===== config.mk =====
export PLATFORM = sky130hd
export DESIGN_NAME = intrpt_ctrl
export DESIGN_NICKNAME = d
export VERILOG_FILES = /design/src/rtl/intrpt_ctrl.sv
export SDC_FILE = /design/constraint.sdc
export NUM_CORES = 1
export LEC_CHECK = 0
export ABC_AREA = 1
export BUFFER_PORTS_ARGS = -buffer_cell sky130_fd_sc_hd__buf_4
export CORE_MARGIN = 4
export CORE_UTILIZATION = 45
export DETAILED_ROUTE_END_ITERATION = 8
export HOLD_SLACK_MARGIN = 0.06
export PLACE_DENSITY = 0.71
export SLEW_MARGIN = 5
export SYNTH_ARGS = -nofsm -noshare
export SYNTH_HDL_FRONTEND = slang
export SYNTH_SLANG_ARGS = --single-unit

===== constraint.sdc =====
create_clock -name clk -period 1.45 [get_ports clk]
set_clock_uncertainty 0.15 [all_clocks]
set_input_delay 0.0725 -clock clk [delete_from_list [all_inputs] [get_ports clk]]
set_output_delay 0.0725 -clock clk [all_outputs]
set_load 0.02 [all_outputs]

===== src/rtl/intrpt_ctrl.sv =====
// Interrupt controller: synchronizes sources, latches edge/level pending bits and
// commits one prioritized request to the CU. Optional macro: INTRPT_SPURIOUS_CNT_EN.
module intrpt_ctrl #(
  parameter int NUM_SRC     = 4,
  parameter int SYNC_STAGES = 2,
  parameter int ID_W        = $clog2(NUM_SRC)
) (
  input  logic               clk,
  input  logic               rst_n,
  input  logic [NUM_SRC-1:0] irq_src,
  input  logic [NUM_SRC-1:0] irq_edge_mode,
  input  logic [NUM_SRC-1:0] irq_mask,
  input  logic               mie,
  input  logic               int_taken,
  input  logic               mret,
  output logic               intrpt_vld,
  output logic [ID_W-1:0]    irq_id,
  output logic [NUM_SRC-1:0] irq_pending,
  output logic               in_service
`ifdef INTRPT_SPURIOUS_CNT_EN
  ,output logic [7:0]        spurious_cnt
`endif
);

  typedef enum logic [1:0] {
    ST_IDLE = 2'd0,
    ST_REQ  = 2'd1,
    ST_SVC  = 2'd2
  } state_t;

  state_t             r_state;
  logic [NUM_SRC-1:0] r_sync [SYNC_STAGES];
  logic [NUM_SRC-1:0] r_s_d;

  logic [NUM_SRC-1:0] w_s;
  logic [NUM_SRC-1:0] w_set;
  logic [NUM_SRC-1:0] w_clr;
  logic [NUM_SRC-1:0] w_pend_nxt;
  logic [NUM_SRC-1:0] w_elig;
  logic               w_req;
  logic [ID_W-1:0]    w_id;

  always_ff @(posedge clk or negedge rst_n) begin
    if (!rst_n) begin
      for (int k = 0; k < SYNC_STAGES; k++) r_sync[k] <= '0;
      r_s_d <= '0;
    end else begin
      r_sync[0] <= irq_src;
      for (int k = 1; k < SYNC_STAGES; k++) r_sync[k] <= r_sync[k-1];
      r_s_d <= r_sync[SYNC_STAGES-1];
    end
  end

  assign w_s   = r_sync[SYNC_STAGES-1];
  assign w_set = w_s & ~r_s_d;

  always_comb begin
    w_clr = '0;
    for (int i = 0; i < NUM_SRC; i++)
      w_clr[i] = (r_state == ST_REQ) && int_taken && (irq_id == ID_W'(i));
  end

  // A new edge in the same cycle as the clear keeps the bit set.
  assign w_pend_nxt = (irq_edge_mode & (w_set | (irq_pending & ~w_clr)))
                    | (~irq_edge_mode & w_s);

  always_ff @(posedge clk or negedge rst_n) begin
    if (!rst_n) irq_pending <= '0;
    else        irq_pending <= w_pend_nxt;
  end

  assign w_elig = irq_pending & irq_mask;
  assign w_req  = mie & (|w_elig);

  always_comb begin
    w_id = '0;
    for (int i = NUM_SRC-1; i >= 0; i--)
      if (w_elig[i]) w_id = ID_W'(i);
  end

  always_ff @(posedge clk or negedge rst_n) begin
    if (!rst_n) begin
      r_state    <= ST_IDLE;
      intrpt_vld <= 1'b0;
      in_service <= 1'b0;
      irq_id     <= '0;
    end else begin
      case (r_state)
        ST_IDLE: if (w_req) begin
          r_state    <= ST_REQ;
          intrpt_vld <= 1'b1;
          irq_id     <= w_id;
        end
        ST_REQ: if (int_taken) begin
          r_state    <= ST_SVC;
          intrpt_vld <= 1'b0;
          in_service <= 1'b1;
        end
        ST_SVC: if (mret) begin
          r_state    <= ST_IDLE;
          in_service <= 1'b0;
        end
        default: begin
          r_state    <= ST_IDLE;
          intrpt_vld <= 1'b0;
          in_service <= 1'b0;
        end
      endcase
    end
  end

`ifdef INTRPT_SPURIOUS_CNT_EN
  always_ff @(posedge clk or negedge rst_n) begin
    if (!rst_n)
      spurious_cnt <= 8'd0;
    else if (int_taken && (r_state != ST_REQ) && (spurious_cnt != 8'hFF))
      spurious_cnt <= spurious_cnt + 8'd1;
  end
`endif

endmodule


==> results of run 1 <==
==> cell families after synthesis <==
group	after synthesis	synth area share [%]
and+or+nand+nor	41	19.6
DFF	22	65.8
AOI/OAI and AO/OA	11	10.6
buffers and inverters	9	4.04
==> placed cells by master (no fill, tap or decap) <==
master / count
o31ai_1: 1
o21ai_2: 1
o21bai_2: 4
dlygate4sd3_1: 16
nor2_2: 1
nand2_1: 34
inv_1: 6
dfrtp_1: 22
clkbuf_4: 3
nand4_1: 1
nand2_2: 2
inv_2: 3
nor2_1: 3
o21ai_0: 3
o21a_1: 1
bufinv_16: 1
a21oi_1: 1
buf_4: 24
==> power by group through the flow <==
stage | clock network (uW) | registers (uW) | logic [uW]
2_1_floorplan | 0 | 891 | 235
3_3_place_gp | 0 | 821 | 505
3_5_place_dp | 0 | 828 | 514
4_1_cts | 471 | 816 | 550
5_1_grt | 509 | 834 | 600
6_report | 464 | 816 | 543
==> final timing paths <==
check                                              end  slack [ns]  cells after the start
max in group asynchronous             w_s[3]$_DFF_PN0_        0.37                      3
worst min register to register        w_s[3]$_DFF_PN0_        0.22                      0
worst max-delay path            intrpt_vld$_DFFE_PN0P_        0.22                      4
worst max register to register  intrpt_vld$_DFFE_PN0P_        0.22                      4
worst min-delay path            r_state[0]$_DFFE_PN0P_        0.07                      5
min in group asynchronous           r_s_d[0]$_DFF_PN0_        0.55                      3
==> stage by stage <==
step,worst slack (ns),std cells,hold slack (ns)
2_1_floorplan,0.276,83,-0.373
3_3_place_gp,0.245,132,-0.179
3_5_place_dp,0.233,132,-0.177
4_1_cts,0.211,152,0.0755
5_1_grt,0.108,152,0.0870
6_report,0.217,152,0.0743
==> cell type report <==
cell class / count / area, um^2
clock inverters: 1 / 30.0
flip-flops and latches: 22 / 551
multi-input cells: 52 / 253
well taps: 25 / 31.3
fillers: 140 / 484
repair buffers: 40 / 340
inverters: 9 / 33.8
clock buffers: 3 / 22.5
==> metal layers <==
metal / up-vias / routed length (um)
met4: 0 / 19
met5: - / 0
met3: 3 / 78
met2: 17 / 909
met1: 321 / 689
li1: 344 / -
==> worst max-delay path: stages (launching register included) <==
cell and delay [ns]:
dfrtp_1 0.42, nand2_1 0.12, nand2_2 0.08, o21ai_2 0.21, o21ai_0 0.13
==> Yosys cell counts <==
cell type  instances  area share (%)
a21oi_1            1            0.60
dfrtp_1           22              66
inv_1              6             2.7
inv_2              3             1.3
nand2_1           34              15
nand2_2            2             1.5
nand4_1            1            0.75
nor2_1             3             1.3
nor2_2             1            0.75
o21a_1             1            0.90
o21ai_0            3             1.8
o21ai_2            1             1.0
o21bai_2           4             5.4
o31ai_1            1            0.90
==> sequential cells by signal (all words and copies together), names as in the netlist <==
name	count
irq_pending	4
in_service	1
r_state	2
irq_id	2
intrpt_vld	1
r_s_d	4
r_sync	4
w_s	4
==> timing repair <==
item,in CTS,in global routing
setup endpoints to repair,0,0
hold buffers,16,0
endpoints found under the hold margin,36,0
==> metrics.cfg, run 1 <==
[worst_hold_path]
min_from = irq_mask[3]
min-delay-path-class = primary input to register

[pwr]
intPower_uw = 1240
powerDensity_mw_per_mm2 = 1450
combPwrFrac_pct = 29.8
total_power_uw = 1820
power.switching_uw = 583
swShare_pct = 32.0
power_frac_clock_pct = 25.5
seqPwrFrac_pct = 44.8
p_leak_uw = 0.000643
irDropWorstVdd_uv = 991

[die]
num_rows = 15
start_util_pct = 48.0
dieWidth_um = 51.1
fp.dieH_um = 51.1
core_mm2 = 0.00175
die_area_mm2 = 0.00261
io_pins = 25

[drt]
viasPerCell = 4.51
routed_wl_um = 1700
drt-wirelength-per-cell_um = 11.2
first_iter_violations = 16
firstDrtPassIters = 4
ant_nets = 0
drc = 0
vias = 685

[flow_run]
cap_viol_max_count = 0

[clocking]
clock_sinks = 22
clockRootBuffer = clkbuf_4
cts_resized = 0
htree_levels = 1
cts_tree = built
cts.path.max_buffers = 2
cts-buffers-inserted = 3
insertion_delay_ns = 0.31
cts_setup_buffers = 0
cts.reportedPaths.clkPinSlew_ns = 0.13

[status]
status = finished clean

[place]
place_hpwl_um = 1180
port-buffer-count = 24
gp_routability_congestion = 0.766
place_area_mm2 = 0.00105

[worst_setup_path]
worst_ep_required_time_ns = 1.48
cp.arrival_ns = 1.26
end_kind = register
critical_path.startpoint = irq_pending[1]$_DFF_PN0_
critPathMaxFanout = 4
criticalPathCategory = register to register
startpoint_type = register
timing.rr.start = irq_pending[1]$_DFF_PN0_

[grt]
globalRouteMet2Util_pct = 28.1
met1_usage_pct = 16.6
grt_max_degree = 23
met3_usage_pct = 1.75
grt_use_total_pct = 14.8
grt_pass1_vias = 668
overflow = 0
grt_pass1_wl_um = 2840
grt_busiest_layer = met2
antenna_found_initial = 0

[yosys]
syn_area_per_cell_um2 = 10.1
netlist_instances = 83
synth_seq_cells = 22
ys_warn_count = 0
ys_types = 14
syn_nets = 100
yosysSeqAreaShare_pct = 65.8
synthesis.area_um2 = 837

[timing]
tns_ns = 0
fmax_mhz = 811
maxSlewViolCount = 0
fin_crit_sh_pct = 85.1
hold_viol_final = 0
setup_viol = 0
finalCriticalPeriod_ns = 1.23
rsz0062_at_grt = false
tightestPinTransition_ns = 0.269
max_slew_margin_pct = 82.1

[cells_and_area]
drive_gt1_share_pct = 30.7
fin_nets = 145
fin_area_mm2 = 0.00126
area_delta_synth_final_pct = 50.7
utilization_pct = 72.3
diodes = 0

Power figures use the tool's default switching activity.
==> run 2: changes to the inputs <==
--- a/config.mk
+++ b/config.mk
@@ -7,6 +7,7 @@
 export LEC_CHECK = 0
 export ABC_AREA = 1
 export BUFFER_PORTS_ARGS = -buffer_cell sky130_fd_sc_hd__buf_4
+export CAP_MARGIN = 25
 export CORE_MARGIN = 4
 export CORE_UTILIZATION = 45
 export DETAILED_ROUTE_END_ITERATION = 8
==> constraint.sdc (replaced) <==
create_clock -name clk -period 1.45 [get_ports clk]
set_clock_uncertainty 0.15 [all_clocks]
set_input_delay 0.435 -clock clk [delete_from_list [all_inputs] [get_ports clk]]
set_output_delay 0.435 -clock clk [all_outputs]
set_load 0.02 [all_outputs]
==> run 2 against run 1 <==
Total power down 0.75%. Wire length decreased by 1.0%. Register-to-register slack got worse by 0.06 ns.
==> metrics.cfg, run 2 (synthesis results as in run 1) <==
[status]
status = finished clean

[timing]
tightestPinTransition_ns = 0.271  ; +0.00224 ns
max_slew_margin_pct = 81.9  ; -0.15 points
setup_viol = 0  ; unchanged
rsz0062_at_grt = true
hold_slack_ns = 0.154  ; +0.0800 ns
fin_crit_sh_pct = 99.3  ; +14 points
fmax_mhz = 694  ; -14%
tns_ns = 0  ; unchanged
hold_viol_final = 0  ; unchanged
maxSlewViolCount = 0  ; unchanged
finalCriticalPeriod_ns = 1.44  ; +0.207 ns

[grt]
grt_use_total_pct = 15.3  ; +0.55 points
overflow = 0  ; unchanged
grt_pass1_wl_um = 2820  ; -0.71%
grt_max_degree = 23  ; unchanged
antenna_found_initial = 0  ; unchanged
grt_pass1_vias = 670  ; +0.30%

[clocking]
clock_sinks = 22  ; unchanged
insertion_delay_ns = 0.30  ; about the same
cts-buffers-inserted = 3  ; unchanged
cts.path.max_buffers = 2  ; unchanged
cts_tree = built
htree_levels = 1  ; unchanged
cts.reportedPaths.clkPinSlew_ns = 0.11  ; -0.02 ns
clockRootBuffer = clkbuf_4

[place]
gp_routability_congestion = 0.788  ; +2.8%
port-buffer-count = 24  ; unchanged
place_hpwl_um = 1150  ; -2.4%
place_area_mm2 = 0.00105  ; unchanged
placedCellCount = 132  ; unchanged

[drt]
ant_nets = 0  ; unchanged
first_iter_violations = 14  ; -2
firstDrtPassIters = 5  ; +1
drc = 0  ; unchanged
vias = 651  ; -5.0%
viasPerCell = 4.37  ; -3.1%
routed_wl_um = 1680  ; -1.0%
drt-wirelength-per-cell_um = 11.3  ; +0.99%

[cells_and_area]
fin_nets = 142  ; -2.1%
diodes = 0  ; unchanged
stdcell_count = 149  ; -2.0%
drive_gt1_share_pct = 37.9  ; +7.2 points
area_delta_synth_final_pct = 46.3
final_common_cell = nand2_1
fin_area_mm2 = 0.00122  ; -2.9%
mostFrequentLayoutCells = nand2_1, buf_4, dfrtp_1, buf_6, inv_1

[worst_setup_path]
critical_path_buf_inv_count = 1  ; +1
cp.arrival_ns = 0.86  ; -0.40 ns
critical_path.top_delay_family = flip-flops
max_stage_delay_ns = 0.42  ; about the same
end_kind = primary output
critPathMaxFanout = 2  ; -2
crit_chain = buf_6
startpoint_type = register
worst_ep_required_time_ns = 0.87  ; -0.61 ns
criticalPathCategory = register to primary output
critPathSlowestCell = dfrtp_1

[die]
num_rows = 15  ; unchanged
start_util_pct = 48.0  ; unchanged
dieWidth_um = 51.1  ; unchanged
core_mm2 = 0.00175  ; unchanged
io_pins = 25  ; unchanged
die_area_mm2 = 0.00261  ; unchanged
fp.dieH_um = 51.1  ; unchanged

[pwr]
powerDensity_mw_per_mm2 = 1480  ; +2.2%
p_leak_uw = 0.000640  ; -0.60%
irDropWorstVdd_uv = 846  ; -15%

[flow_run]
cap_viol_max_count = 0  ; unchanged

[worst_hold_path]
min-delay-path-class = primary input to register

==> run 2: changes by cell type in the layout (fill, tap and decap cells not counted) <==
cell	before	now
bufinv_16	1	0
buf_6	0	8
dlygate4sd3_1	16	5
clkbuf_8	0	1
==> run 2: final timing paths <==
check                                              start                      to  slack [ns]  cells after the start
min in group asynchronous                          rst_n   irq_id[0]$_DFFE_PN0P_        0.39                      2
worst min-delay path                                mret  r_state[1]$_DFFE_PN0P_        0.15                      2
worst max-delay path              intrpt_vld$_DFFE_PN0P_              intrpt_vld        0.01                      1
worst max register to register  irq_pending[0]$_DFF_PN0_  intrpt_vld$_DFFE_PN0P_        0.16                      5
max in group asynchronous                          rst_n        w_s[3]$_DFF_PN0_        0.55                      2
worst min register to register       r_sync[4]$_DFF_PN0_        w_s[0]$_DFF_PN0_        0.21                      0
==> run 2: layout make-up <==
cell class | instances | area, um^2
Inverter | 9 | 33.8
Sequential cell | 22 | 551
Tap cell | 25 | 31.3
Fill cell | 144 | 520
Multi-Input combinational cell | 52 | 253
Clock buffer | 4 | 36.3
Timing Repair Buffer | 37 | 320
==> run 2: timing repair <==
action | CTS | global route
cloned | 0 | 0
hold buffers | 1 | 4
resized for setup | 8 | 0
endpoints found under the setup margin | 8 | 8
buffers inserted | 6 | 2
hold endpoints to repair | 22 | 4
==> run 2: where the power goes <==
part	leakage (uW)	internal, uW	switching (uW)
combinational	0.000358	333	342
clock	0.0000210	153	173
sequential	0.000261	721	87.2
==> run 2: per-stage QoR <==
step / total power, uW / util [%] / worst slack [ns]
2_1_floorplan: 1130 / - / 0.276
3_3_place_gp: 1340 / 60.1 / 0.168
3_5_place_dp: 1340 / 60.1 / 0.131
4_1_cts: 1790 / 67.0 / -0.0196
5_1_grt: 1950 / 70.2 / -0.0479
6_report: 1810 / 70.2 / 0.00993
==> run 2: metal layers <==
metal	wire [um]	vias up	GRT usage (%)
li1	-	337	-
met1	682	296	17.1
met2	889	16	26.0
met3	94	2	3.79
met4	13	0	9.42
met5	0	-	0
